**src/rtl/fpu_sched.sv**
```systemverilog
// Shares one FPU among NUM_REQ requesters using round-robin issue.
// Each issued op is tagged with its requester ID so the in-order result can be routed back.
//   state    | meaning
//   S_IDLE   | nothing in flight
//   S_ACTIVE | ops in flight, granting enabled
//   S_DRAIN  | ops in flight, granting disabled, waiting for results
module fpu_sched #(
    parameter int NUM_REQ    = 4,
    parameter int DATA_WIDTH = 32,
    parameter int INST_WIDTH = 1,
    parameter int MAX_OUT    = 4
) (
    input  logic                             i_clk,
    input  logic                             i_rst_n,
    input  logic                             i_en,
    input  logic [NUM_REQ-1:0]               i_req_valid,
    input  logic [NUM_REQ*DATA_WIDTH-1:0]    i_req_data_a,
    input  logic [NUM_REQ*DATA_WIDTH-1:0]    i_req_data_b,
    input  logic [NUM_REQ*INST_WIDTH-1:0]    i_req_inst,
    output logic [NUM_REQ-1:0]               o_req_ready,
    output logic [DATA_WIDTH-1:0]            o_fpu_data_a,
    output logic [DATA_WIDTH-1:0]            o_fpu_data_b,
    output logic [INST_WIDTH-1:0]            o_fpu_inst,
    output logic                             o_fpu_valid,
    input  logic [DATA_WIDTH-1:0]            i_fpu_data,
    input  logic                             i_fpu_valid,
    output logic                             o_rsp_valid,
    output logic [$clog2(NUM_REQ)-1:0]       o_rsp_id,
    output logic [DATA_WIDTH-1:0]            o_rsp_data,
    output logic                             o_idle,
    output logic                             o_err
);
    localparam int IDW = $clog2(NUM_REQ);
    localparam int PW  = $clog2(MAX_OUT);
    localparam int CW  = $clog2(MAX_OUT + 1);

    typedef enum logic [1:0] {S_IDLE, S_ACTIVE, S_DRAIN} state_t;

    state_t                  state_q, state_d;
    logic [CW-1:0]           count_q, count_d;
    logic [IDW-1:0]          rr_q;
    logic [IDW-1:0]          fifo_q [MAX_OUT];
    logic [PW-1:0]           wr_q, rd_q;
    logic                    fpu_valid_q;
    logic [DATA_WIDTH-1:0]   fpu_a_q, fpu_b_q;
    logic [INST_WIDTH-1:0]   fpu_inst_q;
    logic                    rsp_valid_q;
    logic [IDW-1:0]          rsp_id_q;
    logic [DATA_WIDTH-1:0]   rsp_data_q;
    logic                    err_q;

    logic [DATA_WIDTH-1:0]   req_a    [NUM_REQ];
    logic [DATA_WIDTH-1:0]   req_b    [NUM_REQ];
    logic [INST_WIDTH-1:0]   req_inst [NUM_REQ];

    logic                    allowed, gnt_any, push, pop;
    logic [IDW-1:0]          gnt_idx;

    for (genvar k = 0; k < NUM_REQ; k++) begin : g_unpack
        assign req_a[k]    = i_req_data_a[k*DATA_WIDTH +: DATA_WIDTH];
        assign req_b[k]    = i_req_data_b[k*DATA_WIDTH +: DATA_WIDTH];
        assign req_inst[k] = i_req_inst[k*INST_WIDTH +: INST_WIDTH];
    end

    // Reset gates the grant so nothing handshakes while the block is held in reset.
    assign allowed = i_rst_n && i_en && (count_q < CW'(MAX_OUT));

    always_comb begin
        int j;
        gnt_any = 1'b0;
        gnt_idx = '0;
        j       = 0;
        for (int k = 0; k < NUM_REQ; k++) begin
            j = int'(rr_q) + k;
            if (j >= NUM_REQ) j = j - NUM_REQ;
            if (!gnt_any && i_req_valid[j]) begin
                gnt_any = 1'b1;
                gnt_idx = IDW'(j);
            end
        end
    end

    assign o_req_ready = (allowed && gnt_any) ? (NUM_REQ'(1) << gnt_idx) : '0;
    assign push        = allowed && gnt_any;
    assign pop         = i_fpu_valid && (count_q != '0);
    assign count_d     = count_q + CW'(push) - CW'(pop);

    always_comb begin
        state_d = state_q;
        case (state_q)
            S_IDLE:   if (push) state_d = S_ACTIVE;
            S_ACTIVE: if (count_d == '0) state_d = S_IDLE;
                      else if (!i_en) state_d = S_DRAIN;
            S_DRAIN:  if (count_d == '0) state_d = S_IDLE;
                      else if (i_en) state_d = S_ACTIVE;
            default:  state_d = S_IDLE;
        endcase
    end

    always_ff @(posedge i_clk) begin
        if (!i_rst_n) begin
            state_q     <= S_IDLE;
            count_q     <= '0;
            rr_q        <= '0;
            wr_q        <= '0;
            rd_q        <= '0;
            fpu_valid_q <= 1'b0;
            fpu_a_q     <= '0;
            fpu_b_q     <= '0;
            fpu_inst_q  <= '0;
            rsp_valid_q <= 1'b0;
            rsp_id_q    <= '0;
            rsp_data_q  <= '0;
            err_q       <= 1'b0;
        end else begin
            state_q     <= state_d;
            count_q     <= count_d;
            fpu_valid_q <= push;
            rsp_valid_q <= pop;
            if (push) begin
                fpu_a_q      <= req_a[gnt_idx];
                fpu_b_q      <= req_b[gnt_idx];
                fpu_inst_q   <= req_inst[gnt_idx];
                rr_q         <= (gnt_idx == IDW'(NUM_REQ - 1)) ? '0 : gnt_idx + IDW'(1);
                fifo_q[wr_q] <= gnt_idx;
                wr_q         <= wr_q + PW'(1);
            end
            if (pop) begin
                rsp_id_q   <= fifo_q[rd_q];
                rsp_data_q <= i_fpu_data;
                rd_q       <= rd_q + PW'(1);
            end
            if (i_fpu_valid && (count_q == '0)) err_q <= 1'b1;
        end
    end

    assign o_fpu_valid  = fpu_valid_q;
    assign o_fpu_data_a = fpu_a_q;
    assign o_fpu_data_b = fpu_b_q;
    assign o_fpu_inst   = fpu_inst_q;
    assign o_rsp_valid  = rsp_valid_q;
    assign o_rsp_id     = rsp_id_q;
    assign o_rsp_data   = rsp_data_q;
    assign o_err        = err_q;
    assign o_idle       = (state_q == S_IDLE) && !fpu_valid_q;

endmodule
```
**config.mk**
```make
export PLATFORM = sky130hd
export DESIGN_NAME = fpu_sched
export DESIGN_NICKNAME = d
export VERILOG_FILES = /design/src/rtl/fpu_sched.sv
export SDC_FILE = /design/constraint.sdc
export NUM_CORES = 1
export LEC_CHECK = 0
export ABC_CLOCK_PERIOD_IN_PS = 4000
export BUFFER_PORTS_ARGS = -buffer_cell sky130_fd_sc_hd__buf_4
export CAP_MARGIN = 20
export CORE_AREA = 2 2 160 162
export DETAILED_ROUTE_END_ITERATION = 10
export DIE_AREA = 0 0 162 164
export PLACE_DENSITY = 0.53
export SLEW_MARGIN = 25
export SYNTH_ARGS = -nofsm -noshare
export SYNTH_HDL_FRONTEND = slang
export SYNTH_SLANG_ARGS = --single-unit
```
**constraint.sdc**
```tcl
create_clock -name i_clk -period 4 [get_ports i_clk]
set_clock_uncertainty 0.15 [all_clocks]
set_input_delay 0.2 -clock i_clk [delete_from_list [all_inputs] [get_ports i_clk]]
set_output_delay 0.2 -clock i_clk [all_outputs]
set_load 0.01 [all_outputs]
```
==> results.cfg, run 1 <==
[final_layout]
regArea_mm2 = 0.002502
areaGrowthSynthToFinish_pct = 86.45
drive_gt1_share_pct = 38.01
stdcell_count = 1677
multi_input_area_mm2 = 0.003877
nets = 1645
fin_area_mm2 = 0.01264
fillers = 2387
diodes = 0

[synth]
yosysSeqAreaShare_pct = 36.92
synth_area_per_cell_um2 = 8.871
ys_seq_elements = 121
syn_nets = 1075
yosysTopAreaCellShare_pct = 33.38
yosysTopAreaCell = dfxtp_1
netlist-cell-type-count = 43
synth_warnings = 0
synth_cells = 764
syn_area_mm2 = 0.006778
ys.flop_type = dfxtp_1
async_flop_share_pct = 0
synth_area_leaders = dfxtp_1 33%, mux2i_1 9.7%, nand2_1 7.8%, o211ai_2 7.4%, a21o_1 7.2%
synth-edff-count = 8

[power_and_ir_drop]
p_total_w = 0.005102
power.static_leakage_nw = 5.672
ir_worst_vdd_uv = 187.1
p_per_area_mw_per_mm2 = 403.7

[clock_tree]
cts_tree = done
h-tree-depth = 4
clockBufferDepth = 2
cts.sinks = 121
clk_pin_slew_ps = 70
clock-root-buffer = clkbuf_16
cts_setup_buffers = 0
post_cts_resize_count = 0
cts_buffers = 17
holdBufCountCts = 198
clk_latency_ps = 420

[die]
row_count = 58
dieArea_mm2 = 0.02657
ios = 407
die-width_um = 162
die_h_um = 164
core-area_mm2 = 0.02482
initial_core_util_pct = 27.31

[worst_hold_path]
min_from = i_req_inst[3]
holdPathEnd = o_fpu_inst
min_path_cells = 4
hold_path.class = in -> reg

[worst_setup_path]
critPathArrivalTime_ps = 3860
cp-start-kind = flop
critPathRequiredTime_ps = 4140
ff2ff_setup_slack_ps = 280
setup.worst_path.class = reg -> reg
critPathCaptureType = flop
critPathMaxFanout = 33
reg2reg_to = o_fpu_data_a[6]
r2r_start = rr_q[1]
reg2regPathDepth = 9

[detailed_routing]
firstDrtPassIters = 5
via_per_inst = 4.677
wire_per_inst_um = 17.10
drtIter0Drc = 355
vias = 7843
drc = 0
routed_wl_um = 28680
antenna_left = 0

[placement]
place_inst = 1447
dpl_cell_area_mm2 = 0.01005
gp_congestion = 0.7873
dp_hpwl_um = 19270
portBuffers = 406

[sta]
min_period_ps = 3715
relSlewSlack_pct = 42.44
hold_viol_final = 0
fmax_mhz = 269.2
slew_viol_final = 0
period_share_pct = 92.88
finalSetupViolCount = 0
tightest_slew_ps = 863.4
setup_tns_ps = 0
rsz0062_at_grt = false

[grt]
grt.total_usage_pct = 21.10
grt_pass1_wl_um = 43870
overflow = 0
met2_usage_pct = 37.33
use_met1_pct = 24.71
grt_antenna_before_repair = 0
grt_util_met3_pct = 5.758
grt_max_degree = 66
grt_pass1_vias = 8208
top_usage_layer = met2

[run_status]
run_status = finished, final reports clean

[run]
drv_cap = 0
==> power breakdown <==
group	switching, W	leakage, nW	internal [W]	total [W]
sequential	0.000142	1.00	0.00145	0.00159
combinational	0.000880	4.38	0.00104	0.00192
clock	0.000695	0.289	0.000894	0.00159
==> through the flow <==
stage	util [%]	setup slack (ps)	hold slack, ps
after floorplan	-	923.2	127.4
after detailed placement	40.51	877.4	251.2
after global placement	40.51	886.4	248.3
after global routing	50.92	136.5	18.57
final	50.92	284.9	18.82
after CTS	50.92	234.0	0.04080
==> kinds of logic (layout without fill, tap and decap cells) <==
kind of cell | Yosys count | count (layout) | share of synthesized area, %
buffers and inverters | 79 | 662 | 6.443
and+or+nand+nor | 235 | 235 | 15.65
muxes | 69 | 69 | 10.58
AOI/OAI and AO/OA | 243 | 243 | 27.49
adders and majority gates | 11 | 11 | 2.141
DFF | 121 | 121 | 36.92
xor gates and xnor gates | 6 | 6 | 0.7753
==> state kept, by name (all words and copies together), names as in the netlist <==
name / flops
o_fpu_data_a: 32
o_fpu_data_b: 32
o_rsp_data: 32
fifo_q: 8
count_q: 3
o_rsp_id: 2
rd_q: 2
rr_q: 2
state_q: 2
wr_q: 2
o_err: 1
o_fpu_inst: 1
o_fpu_valid: 1
o_rsp_valid: 1
==> worst max-delay path: stages, from the launching register on <==
cell and delay (ps):
dfxtp_1 540, mux2i_1 390, o22a_2 230, nand2_4 70, inv_4 380, buf_12 300
mux2i_1 240, dlygate4sd3_1 600, o211ai_2 80, dlygate4sd3_1 560
==> how the worst max path moves through the flow <==
| stage | endpoint | start | cells past startpoint |
|---|---|---|---|
| final | o_fpu_data_a[6] | rr_q[1] | 9 |
| after detailed placement | state_q[0] | i_rst_n | 14 |
| after global routing | o_fpu_data_a[6] | rr_q[1] | 9 |
| after floorplan | state_q[0] | count_q[1] | 15 |
| after CTS | o_fpu_data_a[12] | rr_q[1] | 9 |
| after global placement | state_q[0] | i_rst_n | 14 |
==> area by class of cell <==
cell class                      count  area share (%)
Clock inverter                     15           1.386
Sequential cell                   121           19.80
Clock buffer                       17           3.366
Multi-Input combinational cell    564           30.68
Timing Repair Buffer              621           41.21
Inverter                            9          0.2871
Tap cell                          330           3.267
==> Yosys cell counts, types with 2 or more instances <==
master	number
and2_1	16
edfxtp_1	8
dfxtp_1	113
buf_6	2
nor3b_1	2
a21oi_1	3
inv_2	3
o21ai_0	66
mux4_2	2
inv_1	5
a21o_1	65
buf_4	14
buf_8	4
clkbuf_1	25
nor2b_1	2
nand2b_1	2
nand3_1	65
xnor2_1	6
o211ai_1	25
buf_1	7
o22ai_1	2
a21boi_0	35
buf_2	17
ha_1	10
nor3_1	3
nand2_1	141
mux2i_1	66
o211ai_2	40
==> placed cells by master (no fill, tap or decap), types with 15 or more instances in the layout <==
cell           Yosys  final
a21boi_0          35     35
a21o_1            65     65
and2_1            16     15
buf_4             14    419
clkbuf_16          0     17
dfxtp_1          113    113
dlygate4sd3_1      0    198
mux2i_1           66     66
nand2_1          141    140
nand3_1           65     65
o211ai_1          25     25
o211ai_2          40     40
o21ai_0           66     66
==> routing by layer <==
| metal | vias up | wire length, µm |
|---|---|---|
| li1 | 3856 | - |
| met1 | 3656 | 11570 |
| met2 | 295 | 14450 |
| met3 | 36 | 1967 |
| met4 | 0 | 686 |
| met5 | - | 0 |
Note: power is estimated with default switching activity, not from simulation.
==> run 2, diff against run 1 <==
--- a/config.mk
+++ b/config.mk
@@ -8,10 +8,11 @@
 export ABC_CLOCK_PERIOD_IN_PS = 4000
 export BUFFER_PORTS_ARGS = -buffer_cell sky130_fd_sc_hd__buf_4
 export CAP_MARGIN = 20
-export CORE_AREA = 2 2 160 162
+export CORE_AREA = 8 8 153 155
 export DETAILED_ROUTE_END_ITERATION = 10
-export DIE_AREA = 0 0 162 164
-export PLACE_DENSITY = 0.53
+export DIE_AREA = 0 0 161 163
+export PLACE_DENSITY = 0.61
+export SETUP_SLACK_MARGIN = 0.5
 export SLEW_MARGIN = 25
 export SYNTH_ARGS = -nofsm -noshare
 export SYNTH_HDL_FRONTEND = slang
==> run 2 against run 1 <==
Net effect:
- utilization grew 9.0 points
- sequential share of layout area grew 0.25 points
- flip-flop and latch count is the same
- largest cell class unchanged
- count of clock-buffer cells in the layout is the same
- sequential power is essentially flat
- cell count shrank 3.8%
==> results.cfg, run 2 (synthesis gave the netlist of run 1 again) <==
[worst_setup_path]
critPathArrivalTime_ps = 3470
ff2ff_setup_slack_ps = 680
critPathCaptureType = flop
setup.worst_path.end = o_fpu_data_b[24]
cp-start-kind = flop
setup.worst_path.class = reg -> reg
reg2reg_to = o_fpu_data_b[24]
cp-startpoint = rr_q[1]
reg2regPathDepth = 9
critPathMaxFanout = 36
critPathRequiredTime_ps = 4150
r2r_start = rr_q[1]

[detailed_routing]
routed_wl_um = 30860
vias = 7960
drtIter0Drc = 417
wire_per_inst_um = 19.13
drc = 0
firstDrtPassIters = 5
antenna_left = 0
via_per_inst = 4.935

[final_layout]
mostFrequentLayoutCell = buf_4
nets = 1636
areaGrowthSynthToFinish_pct = 84.18
diodes = 0
layout_common_cells = 417 x buf_4, 192 x dlygate4sd3_1, 140 x nand2_1
drive_gt1_share_pct = 38.19
fillers = 1792

[run]
drv_cap = 0

[placement]
dp_hpwl_um = 21200
gp_congestion = 0.8105
portBuffers = 406
pre_cts_slack_ps = 949.3

[die]
core-area_mm2 = 0.02082
die_h_um = 163
row_count = 53
initial_core_util_pct = 32.55
dieArea_mm2 = 0.02624
die-width_um = 161
ios = 407

[power_and_ir_drop]
ir_worst_vdd_uv = 252.7
p_int_w = 0.003386
p_comb_share_pct = 37.3
clkPwrFrac_pct = 31.4
p_total_w = 0.005064
p_sw_share_pct = 33.12
power.static_leakage_nw = 5.581
p_per_area_mw_per_mm2 = 405.6
p_switching_w = 0.001677
p_seq_share_pct = 31.4

[sta]
hold_viol_final = 0
tightest_slew_ps = 858.2
fmax_mhz = 301.5
rsz0062_at_grt = false
finalHoldWorstSlack_ps = 15.30
min_period_ps = 3316
finalSetupViolCount = 0
period_share_pct = 82.91
setup_tns_ps = 0
relSlewSlack_pct = 42.79
finalWorstSetupSlack_ps = 683.7
slew_viol_final = 0

[grt]
grt_max_degree = 66
grt.total_usage_pct = 22.58
overflow = 0
grt_pass1_vias = 8543
grt_pass1_wl_um = 47420
grt_antenna_before_repair = 0

[clock_tree]
clockBufferDepth = 2
cts_tree = done
h-tree-depth = 4
cts_setup_buffers = 0
cts.sinks = 121
clk_pin_slew_ps = 70
clk_latency_ps = 410
clock-root-buffer = clkbuf_16
cts_buffers = 17

[run_status]
run_status = finished, final reports clean

[worst_hold_path]
hold_path.class = in -> reg
## run 2: cell types whose count changed in the layout (fill, tap and decap cells not counted), moves of 2 or more
cell	before	now
clkinvlp_4	2	0
buf_4	419	417
clkinv_4	1	4
clkinv_8	2	0
dlygate4sd3_1	198	192
## run 2: power groups by stage
stage / sequential (W) / clock [W] / combinational [W]
finish: 0.00159 / 0.00159 / 0.00189
global route: 0.00162 / 0.00169 / 0.00205
CTS: 0.00159 / 0.00163 / 0.00189
global placement: 0.00160 / 0 / 0.00165
floorplan: 0.00168 / 0 / 0.000799
detailed placement: 0.00161 / 0 / 0.00166
## run 2: metal layers
layer	GRT usage, %	wire [µm]	vias to the layer above
li1	-	-	3844
met2	39.36	15810	333
met5	0	0	-
met3	6.471	2251	47
met1	26.08	12040	3736
met4	7.786	761	0
## run 2: area by class of cell
type | instances | area, µm² | share of cell area, %
clock buffer | 17 | 425.4 | 3.408
multi-input combinational | 564 | 3881 | 31.09
sequential | 121 | 2504 | 20.06
timing repair buffer | 612 | 5112 | 40.95
tap | 275 | 344.1 | 2.756
clock inverter | 15 | 180.2 | 1.443
inverter | 9 | 36.28 | 0.2907
## run 2: how the worst min path moves through the flow
stage | end | start | cells past startpoint
global route | o_fpu_data_a[31] | i_req_data_a[127] | 4
floorplan | state_q[1] | i_en | 1
detailed placement | state_q[1] | i_en | 2
finish | o_fpu_data_a[31] | i_req_data_a[127] | 4
CTS | o_fpu_data_a[7] | i_req_data_a[103] | 4
global placement | state_q[1] | i_en | 2
## run 2: worst max-delay path, stage by stage, from the launching register on
cell	delay (ps)
dfxtp_2	460
mux2i_2	320
o22a_2	220
nand2_4	80
inv_4	160
buf_12	250
mux2i_1	260
dlygate4sd3_1	590
o211ai_2	70
dlygate4sd3_1	560
## run 2: timing repair
item                                    in CTS  in global routing
hold buffers                               192                  0
resized for setup                            0                  2
endpoints found under the hold margin       99                  0
endpoints found under the setup margin       0                  6
## run 2: per-stage QoR
stage / cell area [µm²] / cells / util [%]
CTS: 12480 / 1613 / 59.93
global placement: 9951 / 1389 / 47.79
detailed placement: 9951 / 1389 / 47.79
global route: 12480 / 1613 / 59.95
finish: 12480 / 1613 / 59.95
floorplan: 6778 / 764 / -
